<file path="src/rtl/buzzer_sched.sv">
// buzzer_sched: shares one tune player among sale/refund/key events; fixed priority, gap, watchdog, mute.
// Grant visible one edge after a request; requests merge in pend (no depth). Option: BUZZER_PREEMPT_EN.
module buzzer_sched #(
  parameter int BEEP_CYCLES    = 5_000_000,
  parameter int GAP_CYCLES     = 2_500_000,
  parameter int TIMEOUT_CYCLES = 750_000_000,
  parameter int CNT_W          = 30
) (
  input  logic       clk,
  input  logic       rst,
  input  logic       req_sold,
  input  logic       req_refund,
  input  logic       req_key,
  input  logic       mute,
  input  logic       end_note,
  output logic [1:0] work_en,
  output logic       busy,
  output logic [1:0] cur_src,
  output logic       timeout
);

  typedef enum logic [1:0] {
    IDLE = 2'd0,
    PLAY = 2'd1,
    GAP  = 2'd2
  } state_t;

  localparam logic [1:0] SRC_NONE   = 2'd0;
  localparam logic [1:0] SRC_SOLD   = 2'd1;
  localparam logic [1:0] SRC_REFUND = 2'd2;
  localparam logic [1:0] SRC_KEY    = 2'd3;

  localparam logic [CNT_W-1:0] BEEP_LAST = CNT_W'(BEEP_CYCLES - 1);
  localparam logic [CNT_W-1:0] GAP_LAST  = CNT_W'(GAP_CYCLES - 1);
  localparam logic [CNT_W-1:0] TMO_LAST  = CNT_W'(TIMEOUT_CYCLES - 1);

  state_t           state;
  logic [2:0]       pend;
  logic [2:0]       cand;
  logic [2:0]       win_oh;
  logic [1:0]       win_src;
  logic [CNT_W-1:0] cnt;
  logic             song_done;
  logic             preempt;

  // bit 0 sold, bit 1 refund, bit 2 key; a same-cycle pulse competes with stored ones
  assign cand = pend | {req_key, req_refund, req_sold};

  always_comb begin
    win_src = SRC_NONE;
    win_oh  = 3'b000;
    if (cand[0]) begin
      win_src = SRC_SOLD;
      win_oh  = 3'b001;
    end else if (cand[1]) begin
      win_src = SRC_REFUND;
      win_oh  = 3'b010;
    end else if (cand[2]) begin
      win_src = SRC_KEY;
      win_oh  = 3'b100;
    end
  end

  // Key clicks have no tune, so they end on the beep length and never on end_note
  assign song_done = (end_note && ((cur_src == SRC_SOLD) || (cur_src == SRC_REFUND))) ||
                     ((cur_src == SRC_KEY) && (cnt == BEEP_LAST));

`ifdef BUZZER_PREEMPT_EN
  // Lower source code means higher priority; the winner stays pending and is granted after the gap
  assign preempt = (win_src != SRC_NONE) && (win_src < cur_src);
`else
  assign preempt = 1'b0;
`endif

  always_ff @(posedge clk or posedge rst) begin
    if (rst) begin
      state   <= IDLE;
      pend    <= 3'b000;
      cnt     <= '0;
      work_en <= 2'd0;
      busy    <= 1'b0;
      cur_src <= SRC_NONE;
      timeout <= 1'b0;
    end else begin
      timeout <= 1'b0;
      if (mute) begin
        state   <= IDLE;
        pend    <= 3'b000;
        cnt     <= '0;
        work_en <= 2'd0;
        busy    <= 1'b0;
        cur_src <= SRC_NONE;
      end else begin
        case (state)
          IDLE: begin
            if (win_src != SRC_NONE) begin
              state   <= PLAY;
              pend    <= cand & ~win_oh;
              cnt     <= '0;
              cur_src <= win_src;
              work_en <= (win_src == SRC_REFUND) ? 2'd2 : 2'd1;
              busy    <= 1'b1;
            end else begin
              pend <= cand;
            end
          end
          PLAY: begin
            pend <= cand;
            if (song_done || preempt || (cnt == TMO_LAST)) begin
              // a normal finish on the watchdog's last cycle is not a timeout
              timeout <= !(song_done || preempt);
              state   <= GAP;
              cnt     <= '0;
              work_en <= 2'd0;
              cur_src <= SRC_NONE;
            end else begin
              cnt <= cnt + 1'b1;
            end
          end
          GAP: begin
            pend <= cand;
            if (cnt == GAP_LAST) begin
              state <= IDLE;
              cnt   <= '0;
              busy  <= 1'b0;
            end else begin
              cnt <= cnt + 1'b1;
            end
          end
          default: begin
            state   <= IDLE;
            cnt     <= '0;
            work_en <= 2'd0;
            busy    <= 1'b0;
            cur_src <= SRC_NONE;
          end
        endcase
      end
    end
  end

endmodule

</file>
<file path="config.mk">
export PLATFORM = sky130hd
export DESIGN_NAME = buzzer_sched
export DESIGN_NICKNAME = d
export VERILOG_FILES = /design/src/rtl/buzzer_sched.sv
export SDC_FILE = /design/constraint.sdc
export NUM_CORES = 1
export LEC_CHECK = 0
export CAP_MARGIN = 20
export CELL_PAD_IN_SITES_DETAIL_PLACEMENT = 1
export CELL_PAD_IN_SITES_GLOBAL_PLACEMENT = 1
export CORE_AREA = 10 10 95 97
export DETAILED_ROUTE_END_ITERATION = 10
export DIE_AREA = 0 0 105 107
export PLACE_DENSITY_LB_ADDON = 0.1
export SYNTH_ARGS = -nofsm -noshare
export SYNTH_HDL_FRONTEND = slang
export SYNTH_SLANG_ARGS = --single-unit
</file>
<file path="constraint.sdc">
create_clock -name clk -period 2.2 [get_ports clk]
set_input_delay 0.44 -clock clk [delete_from_list [all_inputs] [get_ports clk]]
set_output_delay 0.44 -clock clk [all_outputs]
set_load 0.01 [all_outputs]
</file>
### After elaboration in Yosys (flattened, before gate mapping)

Index checks and enable logic that the tools add are counted.

* flip-flop bits (word level): 41
* input bits: 7
* output and inout port bits: 6
* logic and storage cells: 72

* $add $sub $neg: 1
* equality and inequality tests: 14
* multiplexer cells: 34
* bitwise operators: 3
* reductions and logical operators: 13

Operators with widths (number)
* 2-to-1 mux 30 bit: 4
* case mux 30 bit (3 select lines): 1
* adder 30 x 1 -> 30 bit, second input constant: 1
* == test 30 x 22 -> 1 bit, second input constant: 1
* == test 30 x 23 -> 1 bit, second input constant: 1
* == test 30 bit, second input constant: 1
* 2-to-1 mux 2 bit: 13
* case mux 2 bit (3 select lines): 3
* 2-to-1 mux 3 bit: 5
* inequality test 3 bit, second input constant: 3
* AND reduction 3 bit: 3
* == test 2 bit, second input constant: 4
* 2-to-1 mux 1 bit: 6
* case mux 3 bit (2 select lines): 1
* == test 2 x 1 -> 1 bit, second input constant: 2
* inequality test 2 bit, second input constant: 2
* AND 3 bit: 1
* logical OR 1 bit: 3
* NOT 3 bit: 1
* bitwise OR 3 bit: 1
* case mux 1 bit (3 select lines): 1
* nonzero test 3 bit: 1
* logical AND 1 bit: 2
* logical NOT 2 bit: 1
* other kinds (3): 3

### Longest topological paths before layout

* word-level depth: 9
* depth in mapped cells: 9
* depth with buffers taken out: 7

### Least setup slack after synthesis

Ideal clock, no wire load.

* path kind: reg2reg
* from: register state[0]
* to: register cnt[27]
* library setup time: 0.082 ns
* arrival time: 2.076 ns
* path slack: 0.042 ns
* stages on the path, launching flop included: 10
* buffers on the path: 2
* period minus slack after synthesis: 2.158 ns
* path through: dfrtp_1 > inv_1 > ha_1 > or3b_1 > buf_2 > o31ai_4 > or3_1 > buf_4 > or3_1 > a22oi_2

* cells in the longest elaborated chain, start to end: 3
* elaborated cells on any way between the ends: 6

Ends and longest elaborated chain
* start, declared: RTL line 37 `state_t state;`
* start signal, assigned: RTL line 77 `state <= IDLE;`
* start signal, assigned: RTL line 87 `state <= IDLE;`
* start signal, assigned: RTL line 97 `state <= PLAY;`
* == test 2 bit, or another cell as far along: RTL line 94 `case (state)`
* case mux 30 bit (3 select lines): RTL line 94
* 2-to-1 mux 30 bit: RTL line 86 `if (mute) begin`
* end signal, assigned: RTL line 117 `cnt <= cnt + 1'b1;`
* end signal, assigned: RTL line 127 `cnt <= cnt + 1'b1;`
* end, declared: RTL line 42 `logic [CNT_W-1:0] cnt;`

Parallel ways exist; a longest one is shown, timed or not.
A chain may end at the register's enable or synchronous reset.

### Worst setup path in the final report

* from: register cnt[14]
* to: register cnt[2]

* cells in the longest elaborated chain, start to end: 7
* elaborated cells on any way between the ends: 10

Ends and longest elaborated chain
* == test 30 x 23 -> 1 bit: RTL line 66 `((cur_src == SRC_KEY) && (cnt == BEEP_LAST));`
* logical AND 1 bit: RTL line 66
* logical OR 1 bit: RTL line 65 `assign song_done = (end_note && ((cur_src == SRC_SOLD) || (cur_src == SRC_REFUND))) ||`
* logical OR 1 bit: RTL line 109 `if (song_done || preempt || (cnt == TMO_LAST)) begin`
* 2-to-1 mux 30 bit: RTL line 109
* case mux 30 bit (3 select lines) *: RTL line 94
* 2-to-1 mux 30 bit *: RTL line 86

Mark *: on every way between the ends. The rest lies on a longest branch, timed or not.

==> results.md <==
* Status: finished, final reports clean
* Die Y at about 110 um
* Crit Path Class: reg -> reg
* Die width at between 100 and 150 um
* Number of global-route vias before repair at about 2,500
* Main combinational cell family by area after synthesis: simple AND/OR/NAND/NOR gates
* Critical Path End: cnt[2]
* Setup violators final at 0
* Post-route antenna net violation count at 0
* Synth Area in Compound Gates at between 15 and 20%
* Final net count at about 350
* Placement Cell Area at between 3000 and 4000 um2
* CTS tree: done
* Residual DRC count at 0
* Async set-or-reset flop fraction in the synthesized netlist at between 90% and 100%
* Initial DRC count at 52
* Layout cell share with drive strength beyond 1 at roughly 30%
* Tmin final at 2.15 ns
* Int Pwr at around 1.7 mW
* Flops & latches, synth at 41
* DR vias at around 2,400
* Primary FF master, synth: dfrtp_1
* Leak Pwr at about 1.4 nW
* Required @ worst endpoint at about 2.4 ns
* Synth cell types at 54
* Number of port buffers at 12
* Gate power share at between 40% and 50%
* Largest net degree at the start of global routing at between 40 and 50
* Clock-pin slew on the worst setup and hold paths at around 0.080 ns
* Routed len/inst at between 15 and 20 um
* Most frequent cells in the layout: buf_4, dfrtp_1, nand2_1
* Core area at between 7000 and 8000 um2
* Multi-input gate area at roughly 1500 um2
* DRT Pass-1 Iters at 4
* Adder-cell share of the synthesized area at 2.98%
* Crit start category: flip-flop
* H-tree levels at 2
* Max Slew Vio Count at 0
* Die area at about 11,000 um2
* Global-route wire length before repair at around 13,000 um
* Setup_tns at 0 ns
* Cts bufs inserted at 5
* Reg power frac at around 35%
* Register area at 1030 um2
* Core Util, Final at a little under half
* Final instance area at approximately 3400 um2
* Fmax achieved at around 460 MHz
* Flop-to-flop setup slack at around 0.047 ns
* Slew @ Worst Pin at between 0.5 and 0.6 ns
* Mapped Cells at 270
* Clock share of power at between 20 and 25%
* Crit path launch: cnt[14]
* Post-synthesis mux area share at less than 1%
* Number of diodes at 0
* Hold/Removal Path Class: reg -> reg
* Net Sw Frac at between 30% and 40%
* Vias per Instance at between 5 and 6
* Post-DP HPWL at roughly 5600 um
* Gr usage total at 14.2%
* Final Hold Vio Count at 0
* RR Endpoint: cnt[2]
* Hold buffers post-CTS at 0
* Final GP Congestion at between 0.7 and 0.8
* Post-synth EDFFs at 0
* Cells after DPL at 420
* FILL cells at 850
* Synthesized cell area at approximately 2500 um2
* Maxcap violations at 0
* Commonest non-fill, non-tap cell in the layout: buf_4
* R2R cell count at 7
* Final wirelength at between 7000 and 8000 um
* CTS root buf: clkbuf_8
* Max_slew headroom at roughly 63%
* Worst r2r src: cnt[14]
* Net switching power at 868 uW
* Mapped Nets at around 280
* Setup repair after global routing missed its margin: yes
* YS warnings at 0
* PwrDens at 743 nW/um2
* CP arrival at about 2.3 ns
* Part of the Yosys area used for sequential elements at roughly two fifths
* CTS sink cnt at slightly above 40
* CTS max path bufs at 2
* Core Rows at 31
* Layout area overhead at 34.6%
* Final worst-path cycle share at around 98%
* Initial antenna violation count at 0
* Clock skew at between 0.006 and 0.007 ns
* Worst vdd ir at 0.000415 V
* Crit. End Element: flip-flop
* Post-Synth XOR/XNOR Area at about 6.3%
* IO Pins at 13
* Total power at 2.52 mW
* Initial core utilization at 35.3%
* Max FO, Critical Path at 4
* Gr ovfl total at 0
* Fin cells at roughly 430
* Clock Latency Late Sink at ~0.29 ns
* Simple-Gate Fraction of Synth Area at between 20% and 30%
* Synthesized area per cell at a little over 9 um2
[worst max-delay path, stage by stage (launching register included)]
cell      delay, ns
dfrtp_1        0.39
nor4b_2        0.32
buf_4          0.17
nand4_1        0.10
o31a_1         0.37
buf_4          0.17
o311ai_0       0.35
o211ai_1       0.14
[cells by family after synthesis]
group                    after synthesis
AO/OA/AOI/OAI                         59
XOR/XNOR                              18
adder cells (fa/ha/maj)                6
buffers and inverters                 25
flip-flops                            41
multiplexers                           2
AND/OR/NAND/NOR                      119
[routing by layer]
metal	vias to the layer above	wire (um)	track usage (%)
li1	1135	-	-
met1	1182	3810	18.4
met3	8	209	3.77
met2	25	3720	23.1
met4	0	71	3.14
met5	-	0	0
[sequential cells by signal (all words and copies together) (netlist names)]
signal and count:
state 2, busy 1, pend 3, cur_src 2, timeout 1, work_en 2, cnt 30
[cell usage after synthesis (2+ instances only)]
master,count,share of area [%]
dfrtp_1,41,41
nand2_1,26,3.9
a21oi_1,21,4.2
xnor2_1,18,6.3
nor4_1,12,3.0
nand3_1,11,2.2
nor3_1,11,2.2
or3_1,10,2.5
and3_1,9,2.2
buf_2,9,1.8
o21ai_0,9,1.8
inv_1,7,1.0
clkbuf_1,6,0.89
ha_1,6,3.0
nand4_1,6,1.5
a22oi_1,4,1.2
nor2_1,4,0.60
and2_1,3,0.74
nand2b_1,3,0.74
nand3b_1,3,0.89
nor4b_1,3,1.0
nor4bb_1,3,1.2
o211ai_1,3,0.89
o32ai_1,3,1.0
o41ai_1,3,1.0
and4_1,2,0.69
buf_4,2,0.60
mux2i_1,2,0.79
nor2b_1,2,0.50
o311ai_0,2,0.69
o31ai_1,2,0.60
or2_2,2,0.50
[power by group through the flow]
| stage | clock network (mW) | logic [mW] | registers, mW |
|---|---|---|---|
| after floorplan | 0 | 0.494 | 0.893 |
| after global placement | 0 | 0.936 | 0.881 |
| after detailed placement | 0 | 0.942 | 0.884 |
| after CTS | 0.591 | 0.978 | 0.866 |
| after global routing | 0.620 | 1.21 | 0.876 |
| final | 0.559 | 1.09 | 0.868 |
[metrics by stage]
| step | hold slack [ns] | setup slack [ns] |
|---|---|---|
| floorplan | 0.456 | 0.0417 |
| global placement | 0.543 | -0.233 |
| detailed placement | 0.529 | -0.275 |
| CTS | 0.555 | 0.00428 |
| global route | 0.595 | -0.0692 |
| finish | 0.550 | 0.0470 |
[worst min-delay path by stage]
| stage | end | cells past startpoint | startpoint |
|---|---|---|---|
| detailed placement | work_en[0] | 2 | work_en[0] |
| finish | work_en[0] | 2 | work_en[0] |
| global placement | work_en[0] | 2 | work_en[0] |
| global route | cnt[4] | 1 | cnt[4] |
| CTS | work_en[0] | 2 | work_en[0] |
| floorplan | cnt[4] | 1 | cnt[4] |
[area by class of cell]
cell class,count,share of cell area [%]
multi-input combinational,204,43.9
sequential,41,30.2
timing repair buffer,75,18.4
tap,99,3.65
clock buffer,7,2.84
inverter,7,0.774
clock inverter,1,0.147
[timing repair]
item                                    4_1_cts  5_1_grt
pin swaps                                     1        8
endpoints found under the setup margin       33       37
setup buffers                                 3        3
gates cloned                                  0        0
resized for setup                             6       17
endpoints found under the hold margin         0        0
Power figures use the tool's default switching activity.
